$ cat src/rtl/conv32_8_arb.sv
// Round-robin arbiter sharing one 32-to-8 serializer lane among four word sources.
// Optional CONV_COMMA_IDLE_EN: drive K28.5 (8'hBC) on out_data while idle or in reset.
module conv32_8_arb (
  input  logic         clk_4f,
  input  logic         reset,
  input  logic [3:0]   req,
  input  logic [127:0] in_data,
  output logic [3:0]   ack,
  output logic [7:0]   out_data,
  output logic         out,
  output logic [1:0]   gnt_id,
  output logic         busy
);

  localparam int unsigned NREQ = 4;
  localparam int unsigned DW   = 32;

  localparam logic [0:0] S_IDLE = 1'b0;
  localparam logic [0:0] S_SEND = 1'b1;

`ifdef CONV_COMMA_IDLE_EN
  localparam logic [7:0] IDLE_BYTE = 8'hBC;
`else
  localparam logic [7:0] IDLE_BYTE = 8'h00;
`endif

  logic [0:0]    state, state_nxt;
  logic [DW-1:0] sh, sh_nxt;
  logic [1:0]    cnt, cnt_nxt;
  logic [1:0]    ptr, ptr_nxt;
  logic [1:0]    gnt_nxt;
  logic [1:0]    winner;
  logic          found;
  logic          cap_opp;
  logic [6:0]    base;
  logic [DW-1:0] word_sel;

  // First pending request at or after ptr, wrapping 3 -> 0
  always_comb begin
    winner = ptr;
    found  = 1'b0;
    for (int k = 0; k < NREQ; k++) begin
      if (!found && req[ptr + 2'(k)]) begin
        winner = ptr + 2'(k);
        found  = 1'b1;
      end
    end
  end

  assign base     = {winner, 5'b00000};
  assign word_sel = in_data[base +: DW];
  assign cap_opp  = (state == S_IDLE) || (cnt == 2'd3);

  // Next-state and ack decode
  always_comb begin
    state_nxt = state;
    sh_nxt    = sh;
    cnt_nxt   = cnt;
    ptr_nxt   = ptr;
    gnt_nxt   = gnt_id;
    ack       = 4'b0000;

    if (state == S_SEND) begin
      sh_nxt  = {sh[DW-9:0], 8'h00};
      cnt_nxt = cnt + 2'd1;
      if (cnt == 2'd3) begin
        state_nxt = S_IDLE;
      end
    end

    if (cap_opp && found) begin
      ack       = reset ? (4'b0001 << winner) : 4'b0000;
      sh_nxt    = word_sel;
      gnt_nxt   = winner;
      cnt_nxt   = 2'd0;
      ptr_nxt   = winner + 2'd1;
      state_nxt = S_SEND;
    end
  end

  always_ff @(posedge clk_4f) begin
    if (!reset) begin
      state  <= S_IDLE;
      sh     <= '0;
      cnt    <= 2'd0;
      ptr    <= 2'd0;
      gnt_id <= 2'd0;
    end else begin
      state  <= state_nxt;
      sh     <= sh_nxt;
      cnt    <= cnt_nxt;
      ptr    <= ptr_nxt;
      gnt_id <= gnt_nxt;
    end
  end

  assign out      = (state == S_SEND);
  assign busy     = (state == S_SEND);
  assign out_data = (state == S_SEND) ? sh[DW-1:DW-8] : IDLE_BYTE;

endmodule

$ cat config.mk
export PLATFORM = sky130hd
export DESIGN_NAME = conv32_8_arb
export DESIGN_NICKNAME = d
export VERILOG_FILES = /design/src/rtl/conv32_8_arb.sv
export SDC_FILE = /design/constraint.sdc
export NUM_CORES = 1
export LEC_CHECK = 0
export BUFFER_PORTS_ARGS = -buffer_cell sky130_fd_sc_hd__buf_2
export CORE_MARGIN = 2
export CORE_UTILIZATION = 40
export DETAILED_ROUTE_END_ITERATION = 8
export PLACE_DENSITY = 0.76
export SLEW_MARGIN = 20
export SYNTH_ARGS = -nofsm -noshare
export SYNTH_HDL_FRONTEND = slang
export SYNTH_SLANG_ARGS = --single-unit
$ cat constraint.sdc
create_clock -name clk_4f -period 5.2 [get_ports clk_4f]
set_input_delay 1.04 -clock clk_4f [delete_from_list [all_inputs] [get_ports clk_4f]]
set_output_delay 1.04 -clock clk_4f [all_outputs]
set_load 0.1 [all_outputs]
==> reports/metrics.cfg, run 1 <==
[run_status]
outcome=finished clean

[synthesis]
ys_seq_area_share_pct=28.2
syn_avg_cell_area_sq_um=9.39
syn_nets=430
syn-instance-count=295
ys_warn_count=0
syn_area_sq_um=2770
synth-seq-cells=39
synth_cell_types=40

[finish]
syn_to_final_growth_pct=28.4
final_area_sq_um=3560
antennaDiodeCount=0
final_nets=563
drive_gt1_share_pct=42.6

[global_routing]
grt_pass1_wl_um=11200
antenna_found_initial=0
grt_start_max_net_pins=52
grtUsageMet3_pct=3.03
use_met2_pct=32.5
gr-total-overflow=0
grt_use_total_pct=18.7
top_usage_layer=met2
grt_pass1_vias=2467
grtUsageMet1_pct=23.7

[worst_setup_path]
endpoint=ack[2]
rr_startpoint=ptr[0]
required_ns=4.16
reg2reg_depth=6
cp.arrival_ns=3.25
worstSetupEndpointType=output port
cp_max_fo=28
crit_path_start=req[0]
ff2ff_setup_slack_ns=2.65
reg2reg_to=sh[22]
crit_path_start_kind=input port
path_class=in -> out

[floorplanning]
rows=30
initial_core_util_pct=41.0
core_sq_um=6760
ios=150
die_y_um=87.2
die_area_sq_um=7610
die_w_um=87.2

[route]
drc=0
avgViaCountPerCell=5.35
drt_iter0_markers=106
drtAntennaViolNets=0
via_count=2710
drt_wl_total_um=7320
wl_per_cell_um=14.4
drtPass1Iterations=4

[clock_tree]
cts-root-buf=clkbuf_8
cts_setup_buffers=0
clkTransAtPathRegs_ns=0.07
numCtsBuffers=5
cts_tree=built
ctsLongestPathBuffers=2
htreeDepth=2
cts-resized-gates=0
ctsHoldBuffers=0
cts.sinks=39
clock_latency_ns=0.28

[power]
power.leakage_nw=1.67
ir_drop_mv=0.132
power.total_mw=0.920
powerDensity_nw_per_um2=259

[sta]
hold_viol_final=0
rsz0062_at_grt=false
clock.fmax_mhz=233
slew_violations=0
skew_ns=0.00388
min_period_over_period_pct=82.4
timing.hold.ws_ns=0.472
slew-limit-headroom_pct=33.5
report.final.setup_viol=0
tns_ns=0
tightest_slew_ns=0.992
min_period_ns=4.29

[hold_path]
hp-class=reg -> reg

[flow_run]
cap_violations=0

[placement]
postPlaceCellArea_sq_um=3480
io_buffers=149
gp_congestion=0.809
dp.final_hpwl_um=5640

[Yosys cell counts]
master,n,area [sq um]
mux2i_1,56,561
dfxtp_1,39,781
nand2_1,35,131
a22o_1,21,184
o221ai_2,18,270
buf_2,13,65.1
o211ai_1,12,90.1
and2_1,11,68.8
a211o_1,10,87.6
nand3_1,8,40.0
o21ai_0,8,40.0
nor2_1,7,26.3
buf_4,5,37.5
o221ai_1,5,43.8
buf_6,4,45.0
clkbuf_1,4,15.0
inv_1,4,15.0
nor2b_1,4,25.0
a21o_1,3,22.5
a31oi_1,3,18.8
a21boi_0,2,15.0
nand2b_1,2,12.5
o21ai_1,2,10.0
or4_1,2,15.0
xnor2_1,2,17.5
a21boi_1,1,7.51
a21oi_1,1,5.00
and3_1,1,6.26
and3b_1,1,8.76
ha_1,1,12.5
nand2_8,1,20.0
nand3_2,1,10.0
nand3_4,1,17.5
nor2_2,1,6.26
nor3_1,1,5.00
nor4_1,1,6.26
o21a_1,1,7.51
o21bai_1,1,7.51
or2_2,1,6.26
or3_1,1,6.26
[power by group]
| group | switching [mW] | internal, mW | total [mW] |
|---|---|---|---|
| clock network | 0.0965 | 0.0895 | 0.186 |
| registers | 0.0257 | 0.336 | 0.362 |
| logic | 0.219 | 0.153 | 0.372 |
| total | 0.341 | 0.579 | 0.920 |
[per-stage QoR]
step | cells | worst slack, ns | util, %
after global placement | 501 | 0.968 | 51.6
final | 507 | 0.915 | 52.6
after CTS | 507 | 0.887 | 52.6
after detailed placement | 501 | 0.890 | 51.6
after floorplan | 295 | 0.661 | -
after global routing | 507 | 0.781 | 52.6
[final cells by class]
cell class | count | area [sq um]
Multi-Input combinational cell | 226 | 1820
Fill cell | 672 | 3200
Inverter | 4 | 15.0
Tap cell | 80 | 100
Sequential cell | 39 | 781
Clock buffer | 6 | 72.6
Timing Repair Buffer | 152 | 768
[worst min path at each step]
stage,slack [ns],cells past startpoint,startpoint,end
global placement,0.45,2,sh[3],sh[3]
detailed placement,0.45,2,sh[2],sh[2]
floorplan,0.43,2,sh[1],sh[1]
finish,0.47,2,sh[3],sh[3]
CTS,0.47,2,sh[3],sh[3]
global route,0.49,2,sh[3],sh[3]
[cell families (layout without fill, tap and decap cells)]
| group | count (synthesis) | count (layout) | synth area share (%) |
|---|---|---|---|
| buf+inv | 30 | 162 | 6.41 |
| xor+xnor | 2 | 2 | 0.632 |
| fa+ha+maj | 1 | 1 | 0.452 |
| mux | 56 | 56 | 20.2 |
| simple gates | 79 | 79 | 14.9 |
| flops | 39 | 39 | 28.2 |
| compound gates | 88 | 88 | 29.2 |
[worst max-delay path: stages]
cell,delay (ns)
buf_2,0.12
nor2b_1,0.15
or4_1,0.71
nand2_8,0.19
nand3_4,0.36
nor2_1,0.22
buf_2,0.45
[cell usage in the layout, fill, tap and decap left out, types with 4 or more instances in the layout]
cell type / n
a211o_1: 10
a22o_1: 21
and2_1: 11
buf_2: 149
clkbuf_8: 5
dfxtp_1: 39
inv_1: 4
mux2i_1: 56
nand2_1: 35
nand3_1: 8
nor2_1: 7
nor2b_1: 4
o211ai_1: 12
o21ai_0: 8
o221ai_1: 5
o221ai_2: 18
[sequential cells by signal (all words and copies together), names as in the netlist]
register	count
cnt	2
ptr	2
gnt_id	2
busy	1
sh	32
[layer usage]
layer / part of all wire [%] / routed length [um]
met1: 44 / 3240
met2: 49 / 3610
met3: 5.4 / 393
met4: 1.0 / 75
met5: 0 / 0
(Power assumes the default switching activity.)
==> inputs of run 2 (changes only) <==
- clock period: 5.2 -> 3.95 ns (I/O delays scaled with it)
==> reports/metrics.cfg, run 2 (same netlist as run 1, synthesis figures left out) <==
[flow_run]
cap_violations=0  ; unchanged

[placement]
dpl_worst_slack_ns=0.694  ; was 0.890 ns
gp_congestion=0.791  ; was 0.809
io_buffers=149  ; unchanged
dp.final_hpwl_um=5860  ; was 5640 um

[worst_setup_path]
path_class=in -> out  ; unchanged
cp_max_fo=9  ; was 28
rr_startpoint=ptr[0]  ; unchanged
reg2reg_depth=6  ; unchanged
ff2ff_setup_slack_ns=1.41  ; was 2.65 ns
reg2reg_to=sh[29]  ; was sh[22]
crit_path_start_kind=input port  ; unchanged
cp.arrival_ns=2.45  ; was 3.25 ns
required_ns=3.16  ; was 4.16 ns
worstSetupEndpointType=output port  ; unchanged

[global_routing]
grt_pass1_wl_um=11900  ; was 11200 um
grt_pass1_vias=2597  ; was 2467
antenna_found_initial=0  ; unchanged
grt_start_max_net_pins=53  ; was 52
gr-total-overflow=0  ; unchanged
grt_use_total_pct=19.7  ; was 18.7%

[sta]
hold_viol_final=0  ; unchanged
timing.hold.ws_ns=0.470  ; was 0.472 ns
min_period_ns=3.24
slew_violations=0  ; unchanged
clock.fmax_mhz=308
report.final.setup_viol=0  ; unchanged
skew_ns=0.00718  ; was 0.00388 ns
tightest_slew_ns=0.948  ; was 0.992 ns
tns_ns=0  ; unchanged
rsz0062_at_grt=false  ; unchanged
final.setup.worst_slack_ns=0.705  ; was 0.915 ns
slew-limit-headroom_pct=36.4  ; was 33.5%
min_period_over_period_pct=82.2

[route]
via_count=2774  ; was 2710
wl_per_cell_um=14.7  ; was 14.4 um
avgViaCountPerCell=5.42  ; was 5.35
drc=0  ; unchanged
drt_wl_total_um=7510  ; was 7320 um
drtAntennaViolNets=0  ; unchanged
drt_iter0_markers=129  ; was 106
drtPass1Iterations=4  ; unchanged

[floorplanning]
ios=150  ; unchanged
rows=30  ; unchanged
die_w_um=87.2  ; unchanged
core_sq_um=6760  ; unchanged
initial_core_util_pct=41.0  ; unchanged
die_y_um=87.2  ; unchanged
die_area_sq_um=7610  ; unchanged

[finish]
final_nets=566  ; was 563
drive_gt1_share_pct=43.1  ; was 42.6%
syn_to_final_growth_pct=30.6  ; was 28.4%
layout_common_cells=buf_2, mux2i_1, dfxtp_1  ; unchanged
num-fill-cells=667  ; was 672
largest_register_ff_count=32  ; unchanged
layout_commonest_cell=buf_2  ; unchanged
antennaDiodeCount=0  ; unchanged
regMostFlops=sh  ; unchanged
fin_util_pct=53.6  ; was 52.6%

[hold_path]
worstHoldStart=gnt_id[0]  ; was sh[3]
min_to=gnt_id[0]  ; was sh[3]
min_path_cells=2  ; unchanged
hp-class=reg -> reg  ; unchanged

[clock_tree]
clkTransAtPathRegs_ns=0.07  ; about the same
cts-resized-gates=0  ; unchanged
cts_tree=built  ; unchanged
cts.sinks=39  ; unchanged
htreeDepth=2  ; unchanged
cts_setup_buffers=0  ; unchanged
ctsLongestPathBuffers=2  ; unchanged
clock_latency_ns=0.28  ; about the same
ctsHoldBuffers=0  ; unchanged
numCtsBuffers=5  ; unchanged
cts-root-buf=clkbuf_8  ; unchanged

[power]
powerDensity_nw_per_um2=339  ; was 259 nW/um^2
power.total_mw=1.23  ; was 0.920 mW
power.leakage_nw=1.69  ; was 1.67 nW
ir_drop_mv=0.164  ; was 0.132 mV

[run_status]
outcome=finished clean  ; unchanged

==> run 2: changes by cell type in the layout (fill, tap and decap cells not counted), sizes merged <==
cell and delta:
clkbuf +1, clkinv +1, buf +3
==> run 2: where the power goes <==
group	internal, mW	switching [mW]	leakage (nW)
clock	0.124	0.130	0.0422
combinational	0.207	0.289	1.33
sequential	0.443	0.0350	0.321
==> run 2: routing by layer <==
layer  up-vias  GRT usage, %  wire [um]
li1       1399             -          -
met1      1262          24.8       3220
met2       104          34.9       3770
met3         9          2.94        413
met4         0          5.45        112
met5         -             0          0
==> run 2: cell type report <==
type                    count  area [sq um]  share of cell area (%)
clock buffers               7          76.3                    2.11
multi-input cells         226          1820                    50.3
well taps                  80           100                    2.77
inverters                   4          15.0                   0.415
repair buffers            155           821                    22.7
clock inverters             1          5.00                   0.138
flip-flops and latches     39           781                    21.6
==> run 2: worst max path at each step <==
stage                 from  endpoint  slack, ns  cells after the start
floorplan           req[0]    ack[2]      -0.09                      7
global placement    req[0]    ack[2]       0.75                      7
detailed placement  req[0]    ack[2]       0.69                      7
CTS                 req[0]    ack[2]       0.70                      7
global route        req[0]    ack[3]       0.62                      7
finish              req[0]    ack[2]       0.71                      7
==> run 2: through the flow <==
step                area, sq um  cells
detailed placement         3540    504
finish                     3620    512
global route               3620    512
floorplan                  2770    295
global placement           3540    504
CTS                        3620    512
==> run 2: worst max-delay path, cell delays in order <==
cell and delay, ns:
buf_2 0.12, nor2b_1 0.15, or4_1 0.70, nand2_8 0.19, nand3_4 0.09, nor2_1 0.20
buf_12 0.21
==> inputs of run 3 (changes only) <==
- clock period: 3.95 -> 3.2 ns (I/O delays scaled with it)
==> reports/metrics.cfg, run 3 (same netlist as run 1, synthesis figures left out) <==
[placement]
postPlaceCellArea_sq_um=3590  ; was 3540 sq um
gp_congestion=0.825  ; was 0.791
io_buffers=149  ; unchanged
dp.final_hpwl_um=5970  ; was 5860 um

[floorplanning]
core_sq_um=6760  ; unchanged
initial_core_util_pct=41.0  ; unchanged
die_w_um=87.2  ; unchanged
die_y_um=87.2  ; unchanged
die_area_sq_um=7610  ; unchanged
rows=30  ; unchanged
ios=150  ; unchanged

[power]
power.leakage_nw=1.72  ; was 1.69 nW
ir_drop_mv=0.231  ; was 0.164 mV
power.total_mw=1.55  ; was 1.23 mW
powerDensity_nw_per_um2=420  ; was 339 nW/um^2

[global_routing]
grt_pass1_vias=2632  ; was 2597
grt_start_max_net_pins=63  ; was 53
grt_use_total_pct=19.8  ; was 19.7%
grt_pass1_wl_um=11900  ; about the same
gr-total-overflow=0  ; unchanged
antenna_found_initial=0  ; unchanged

[finish]
layout_common_cells=buf_2, mux2i_1, dfxtp_1  ; unchanged
layout_commonest_cell=buf_2  ; unchanged
drive_gt1_share_pct=44.4  ; was 43.1%
regMostFlops=sh  ; unchanged
syn_to_final_growth_pct=32.7  ; was 30.6%
largest_register_ff_count=32  ; unchanged
final_area_sq_um=3680  ; was 3620 sq um
antennaDiodeCount=0  ; unchanged
final_nets=570  ; was 566

[route]
drt_iter0_markers=98  ; was 129
wl_per_cell_um=14.8  ; was 14.7 um
avgViaCountPerCell=5.33  ; was 5.42
via_count=2744  ; was 2774
drc=0  ; unchanged
drtPass1Iterations=4  ; unchanged
drtAntennaViolNets=0  ; unchanged
drt_wl_total_um=7640  ; was 7510 um

[worst_setup_path]
cp_max_fo=9  ; unchanged
worstSetupEndpointType=output port  ; unchanged
crit_path_start_kind=input port  ; unchanged
required_ns=2.56  ; was 3.16 ns
cp.arrival_ns=2.26  ; was 2.45 ns
path_class=in -> out  ; unchanged

[sta]
report.final.setup_viol=0  ; unchanged
skew_ns=0.00597  ; was 0.00718 ns
clock.fmax_mhz=345
min_period_ns=2.90
hold_viol_final=0  ; unchanged
slew-limit-headroom_pct=63.8  ; was 36.4%
slew_violations=0  ; unchanged
tightest_slew_ns=0.542  ; was 0.948 ns
min_period_over_period_pct=90.6
rsz0062_at_grt=false  ; unchanged

[clock_tree]
ctsHoldBuffers=0  ; unchanged
clock_latency_ns=0.28  ; about the same
cts-resized-gates=0  ; unchanged
clkTransAtPathRegs_ns=0.07  ; about the same
cts-root-buf=clkbuf_8  ; unchanged
numCtsBuffers=5  ; unchanged
ctsLongestPathBuffers=2  ; unchanged
cts_tree=built  ; unchanged
htreeDepth=2  ; unchanged
cts.sinks=39  ; unchanged
cts_setup_buffers=0  ; unchanged

[flow_run]
cap_violations=0  ; unchanged

[run_status]
outcome=finished clean  ; unchanged

[hold_path]
hp-class=reg -> reg  ; unchanged

[run 3: cell count changes in the layout (fill, tap and decap cells not counted), sizes merged]
cell    change
clkbuf      -1
buf         +4
[run 3: path summary, 6_finish.rpt]
path / start / to / slack, ns / depth (start not counted)
max reg2reg: ptr[0] / sh[29] / 1.13 / 6
min: sh[3] / sh[3] / 0.47 / 2
min reg2reg: sh[3] / sh[3] / 0.47 / 2
max: req[0] / ack[2] / 0.30 / 7
[run 3: power by group]
group | total [mW] | internal (mW) | leakage [nW] | switching, mW
Combinational | 0.628 | 0.265 | 1.35 | 0.363
Clock | 0.330 | 0.169 | 0.0470 | 0.161
Sequential | 0.588 | 0.546 | 0.321 | 0.0420
[run 3: through the flow]
stage                     TNS [ns]  hold WS [ns]  worst slack (ns)  utilization (%)  instances
after detailed placement         0         0.448             0.304             53.1        508
after CTS                        0         0.470             0.303             54.4        515
after floorplan             -0.983         0.433            -0.455                -        295
after global routing             0         0.485             0.186             54.4        515
final                            0         0.470             0.302             54.4        515
after global placement           0         0.450             0.324             53.1        508
[run 3: critical path, cell delays in order]
cell and delay (ns):
buf_2 0.12, nor2b_1 0.15, or4_1 0.70, nand2_8 0.19, nand3_4 0.11, nor2_2 0.15, buf_12 0.19
[run 3: layout make-up]
cell class	instances	area, sq um
clock inverter	1	5.00
inverter	4	15.0
tap	80	100
fill	659	3080
multi-input combinational	226	1830
timing repair buffer	159	863
clock buffer	6	82.6
sequential	39	781
[run 3: metal layers]
layer	vias to the layer above	part of all wire [%]	global-route usage [%]
met1	1245	44	24.0
met4	0	0.72	5.03
met3	4	4.5	2.75
met2	89	50	36.5
met5	-	0	0
li1	1406	-	-
